File: config.mk
export PLATFORM = sky130hd
export DESIGN_NAME = wb_commit_queue
export DESIGN_NICKNAME = d
export VERILOG_FILES = /design/src/rtl/wb_commit_queue.sv
export SDC_FILE = /design/constraint.sdc
export NUM_CORES = 1
export LEC_CHECK = 0
export BUFFER_PORTS_ARGS = -buffer_cell sky130_fd_sc_hd__buf_2
export CAP_MARGIN = 20
export CORE_ASPECT_RATIO = 2
export CORE_MARGIN = 5
export CORE_UTILIZATION = 64
export CTS_CLUSTER_DIAMETER = 40
export CTS_CLUSTER_SIZE = 30
export DETAILED_ROUTE_END_ITERATION = 12
export PLACE_DENSITY = 0.91
export REMOVE_ABC_BUFFERS = 1
export SLEW_MARGIN = 20
export SYNTH_ARGS = -nofsm -noshare
export SYNTH_HDL_FRONTEND = slang
export SYNTH_SLANG_ARGS = --single-unit
File: constraint.sdc
create_clock -name clk -period 7.6 [get_ports clk]
set_input_delay 0.38 -clock clk [delete_from_list [all_inputs] [get_ports clk]]
set_output_delay 0.38 -clock clk [all_outputs]
set_load 0.05 [all_outputs]
File: src/rtl/wb_commit_queue.sv
// wb_commit_queue: in-order write-back queue between EX and regfile/HI-LO; in_* push results (bubbles dropped), wb_* expose and commit the head, fwd_* give the newest pending GPR/HI-LO values, count is occupancy
module wb_commit_queue #(
   parameter int DATA_W = 32,
   parameter int ADDR_W = 5,
   parameter int DEPTH  = 4
) (
   input  logic                    clk,
   input  logic                    rst,
   input  logic                    in_valid,
   output logic                    in_ready,
   input  logic [ADDR_W-1:0]       in_wd,
   input  logic                    in_wreg,
   input  logic [DATA_W-1:0]       in_wdata,
   input  logic [DATA_W-1:0]       in_hi,
   input  logic [DATA_W-1:0]       in_lo,
   input  logic                    in_whilo,
   output logic                    wb_valid,
   input  logic                    wb_ready,
   output logic [ADDR_W-1:0]       wb_wd,
   output logic                    wb_wreg,
   output logic [DATA_W-1:0]       wb_wdata,
   output logic [DATA_W-1:0]       wb_hi,
   output logic [DATA_W-1:0]       wb_lo,
   output logic                    wb_whilo,
   input  logic [ADDR_W-1:0]       fwd_raddr1,
   output logic                    fwd_hit1,
   output logic [DATA_W-1:0]       fwd_data1,
   input  logic [ADDR_W-1:0]       fwd_raddr2,
   output logic                    fwd_hit2,
   output logic [DATA_W-1:0]       fwd_data2,
   output logic                    fwd_hilo_hit,
   output logic [DATA_W-1:0]       fwd_hi,
   output logic [DATA_W-1:0]       fwd_lo,
   output logic [$clog2(DEPTH):0]  count
);
   localparam int PW = $clog2(DEPTH);
   localparam int CW = PW + 1;
   logic [PW-1:0]     wr_ptr, rd_ptr, idx;
   logic [ADDR_W-1:0] q_wd    [DEPTH];
   logic              q_wreg  [DEPTH];
   logic              q_whilo [DEPTH];
   logic [DATA_W-1:0] q_wdata [DEPTH];
   logic [DATA_W-1:0] q_hi    [DEPTH];
   logic [DATA_W-1:0] q_lo    [DEPTH];
   logic              push, pop;
   assign in_ready = count < CW'(DEPTH);
   assign push     = in_valid & in_ready & (in_wreg | in_whilo);
   assign wb_valid = count != '0;
   assign pop      = wb_valid & wb_ready & rst;
   assign wb_wreg  = pop & q_wreg[rd_ptr];
   assign wb_whilo = pop & q_whilo[rd_ptr];
   assign wb_wd    = wb_valid ? q_wd[rd_ptr]    : '0;
   assign wb_wdata = wb_valid ? q_wdata[rd_ptr] : '0;
   assign wb_hi    = wb_valid ? q_hi[rd_ptr]    : '0;
   assign wb_lo    = wb_valid ? q_lo[rd_ptr]    : '0;
   always_ff @(posedge clk) begin
      if (!rst) begin
         wr_ptr <= '0;
         rd_ptr <= '0;
         count  <= '0;
      end else begin
         if (push) begin
            q_wd[wr_ptr]    <= in_wd;
            q_wreg[wr_ptr]  <= in_wreg;
            q_wdata[wr_ptr] <= in_wdata;
            q_hi[wr_ptr]    <= in_hi;
            q_lo[wr_ptr]    <= in_lo;
            q_whilo[wr_ptr] <= in_whilo;
            wr_ptr          <= wr_ptr + PW'(1);
         end
         if (pop) rd_ptr <= rd_ptr + PW'(1);
         count <= count + CW'(push) - CW'(pop);
      end
   end
   always_comb begin
      fwd_hit1     = 1'b0;
      fwd_data1    = '0;
      fwd_hit2     = 1'b0;
      fwd_data2    = '0;
      fwd_hilo_hit = 1'b0;
      fwd_hi       = '0;
      fwd_lo       = '0;
      idx          = '0;
      for (int i = 0; i < DEPTH; i++) begin
         idx = rd_ptr + PW'(i);
         if (CW'(i) < count) begin
            if (q_wreg[idx] && fwd_raddr1 != '0 && q_wd[idx] == fwd_raddr1) begin
               fwd_hit1  = 1'b1;
               fwd_data1 = q_wdata[idx];
            end
            if (q_wreg[idx] && fwd_raddr2 != '0 && q_wd[idx] == fwd_raddr2) begin
               fwd_hit2  = 1'b1;
               fwd_data2 = q_wdata[idx];
            end
            if (q_whilo[idx]) begin
               fwd_hilo_hit = 1'b1;
               fwd_hi       = q_hi[idx];
               fwd_lo       = q_lo[idx];
            end
         end
      end
   end
endmodule

==> results.ini <==
[outcome]
status=completed

[floorplanning]
std_cell_rows=108
die_w_um=158
dieHeight_um=306
die_area_um2=48300
start_util_pct=64.6
coreArea_um2=43400
io_pins=356

[setup_path]
path_max_fanout=58
critPathRequiredTime_ns=7.22
crit_start=rd_ptr[0]
end_kind=primary output
critPathKind=flip-flop to primary output
arrival_ns=5.12
setup.worst_path.start_class=flip-flop
rr_startpoint=count[2]

[sta]
fin_crit_ns=5.50
fin_skew_ns=0.0154
fmaxAchievable_mhz=182
finalHoldViolCount=0
min_period_over_period_pct=72.3
tns_ns=0
setup_viol_count_final=0
worst_slack_ns=2.10
tightest_slew_ns=1.18
drv_slew=0
rsz0062_at_grt=no
max_slew_margin_pct=21.1

[power_and_ir_drop]
p_clk_share_pct=15.7
power_frac_seq_pct=25.2
power_mw=11.3
p_int_mw=5.76
swShare_pct=49.2
power.density_nw_per_um2=354
p_sw_mw=5.57
p_leak_nw=10.9
ir_drop_mv=0.515
pwr-share-comb_pct=59.1

[global_route]
grt_pass1_vias=22200
grt_pass1_wl_um=124000
antenna_found_initial=10
grt_usage_pct=32.7
grt_max_degree=166
grt-ovfl-total=0

[placed_design]
place_congestion=0.906
post-place-cells=2709
pre_cts_ws_ns=2.79
dp_hpwl_um=50200
portBuffers=355

[clocking]
cts_root_buf=clkbuf_16
cts_tree=yes
clock_path_buffers=3
cts.sink_count=421
cts_buffers=31
path_clk_slew_ns=0.09
clock_latency_ns=0.60
htree_levels=1

[cells_and_area]
stdcell_count=2873
finish.net_count=2414
drive_above_1_share_pct=37.8
utilization_pct=73.8
syn_to_final_growth_pct=14.2

[logic_synthesis]
syn_avg_cell_area_um2=14.1
synthFlopType=edfxtp_1
synth_edf_count=412
async_flop_share_pct=0
syn_inst=1982
synth.ff_latch_count=421
yosysUniqueCellTypes=47
synth_warnings=0
netlist_area_um2=28000
synth_seq_area_share_pct=44.8

[routing]
antenna_left=0
drcViolationCount=0
firstDrtPassIters=8
totalWireLength_um=80200
avgViaCountPerCell=7.48
drt_iter0_drc=2111
wire_per_inst_um=27.9
vias=21500

[min_path]
hp-start=in_wdata[2]
min_path_type=input port to flip-flop

[job]
maxCapViolations=0

## layout by cell type, fill, tap and decap left out, drive strengths merged, types with 30 or more instances in the layout
| cell | instances |
|---|---|
| mux4 | 316 |
| o21ai | 57 |
| a21oi | 102 |
| mux2i | 130 |
| a211oi | 33 |
| a221o | 31 |
| nand2 | 66 |
| and3 | 36 |
| dlygate4sd3 | 95 |
| a22o | 32 |
| inv | 88 |
| xnor2 | 34 |
| edfxtp | 412 |
| and2 | 111 |
| buf | 385 |
| a221oi | 64 |
| nor2 | 46 |
| clkbuf | 31 |
| a31oi | 30 |
| mux2 | 95 |
## sequential cells by signal, summed over array words and instances, names as in the netlist, named ones only
| name | count |
|---|---|
| q_lo | 128 |
| q_whilo | 4 |
| q_wreg | 4 |
| q_hi | 128 |
| q_wd | 20 |
| wr_ptr | 2 |
| rd_ptr | 2 |
| q_wdata | 128 |
| count | 3 |
## logic make-up after synthesis
| kind of cell | synth area share [%] |
|---|---|
| flip-flops | 44.8 |
| multiplexers | 33.9 |
| buffers and inverters | 4.25 |
| AO/OA/AOI/OAI | 8.70 |
| adder cells (fa/ha/maj) | 0.429 |
| XOR/XNOR | 1.37 |
| AND/OR/NAND/NOR | 6.61 |
## synthesized netlist by cell type (all sizes together), types with 2 or more instances
| library cell | count | share of area [%] |
|---|---|---|
| a211oi | 33 | 0.90 |
| a21oi | 102 | 1.8 |
| a221o | 31 | 1.1 |
| a221oi | 64 | 2.0 |
| a22o | 32 | 1.0 |
| a31oi | 30 | 0.67 |
| and2 | 111 | 2.5 |
| and3 | 36 | 0.80 |
| buf | 91 | 1.7 |
| clkbuf | 116 | 1.6 |
| dfxtp | 9 | 0.64 |
| edfxtp | 412 | 44 |
| ha | 8 | 0.36 |
| inv | 73 | 0.98 |
| mux2 | 95 | 3.8 |
| mux2i | 130 | 4.6 |
| mux4 | 316 | 25 |
| nand2 | 66 | 0.88 |
| nand2b | 2 | 0.045 |
| nand3 | 3 | 0.054 |
| nand4 | 8 | 0.18 |
| nor2 | 46 | 0.62 |
| nor2b | 4 | 0.089 |
| nor3 | 10 | 0.18 |
| nor3b | 26 | 0.70 |
| nor4 | 11 | 0.35 |
| o211ai | 2 | 0.054 |
| o21ai | 57 | 1.0 |
| or2 | 2 | 0.045 |
| or3 | 2 | 0.045 |
| or4 | 2 | 0.054 |
| xnor2 | 34 | 1.1 |
| xor2 | 10 | 0.31 |
## routing by layer
metal  vias to the layer above  share of wire (%)  wire length [um]  GRT usage (%)
met1                     10700                 32             25600           38.2
met4                         2                6.0              4800           18.6
met5                         -              0.016                13              0
li1                       8749                  -                 -              -
met3                       384                9.4              7530           5.02
met2                      1644                 53             42300           56.9
## power groups by stage
stage               logic (mW)  registers, mW  clock network [mW]
floorplan                 5.56           3.21                   0
global placement          6.42           2.87                   0
detailed placement        6.57           2.90                   0
CTS                       6.65           2.84                1.80
global route              7.03           2.87                1.90
finish                    6.70           2.85                1.78
## through the flow
| step | hold slack [ns] | cell area (um2) |
|---|---|---|
| global placement | 0.488 | 29900 |
| CTS | 0.000417 | 32000 |
| finish | 0.0229 | 32000 |
| floorplan | 0.476 | 27100 |
| global route | 0.00855 | 32000 |
| detailed placement | 0.526 | 29900 |
## worst max-delay path, cell delays in order (launching register included)
cell      delay (ns)
dfxtp_4         0.85
buf_4           0.75
mux4_2          0.59
nand2_1         0.30
or3_1           0.16
buf_4           0.37
or2_1           0.17
buf_4           0.40
mux2i_1         0.15
a211oi_1        0.38
buf_2           0.34
## final cells by class
class / count / area [um2]
diodes: 10 / 25.0
clock buffers: 31 / 776
clock inverters: 27 / 330
fillers: 2603 / 11400
inverters: 73 / 274
multi-input cells: 1281 / 14400
flip-flops and latches: 421 / 12600
well taps: 550 / 688
repair buffers: 480 / 2990
## worst paths after layout
kind	end	slack, ns	depth (start not counted)
worst min-delay path	q_wdata[1][2]	0.02	1
worst min register to register	wr_ptr[1]	0.53	2
worst max register to register	q_lo[0][29]	4.26	5
worst max-delay path	fwd_data1[3]	2.10	10
## repair_timing
action / in CTS / in global routing
hold buffers: 95 / 0
buffers inserted: 0 / 0
resized for setup: 0 / 0
hold endpoints to repair: 380 / 0
endpoints found under the setup margin: 0 / 0
Power figures use the tool's default switching activity.
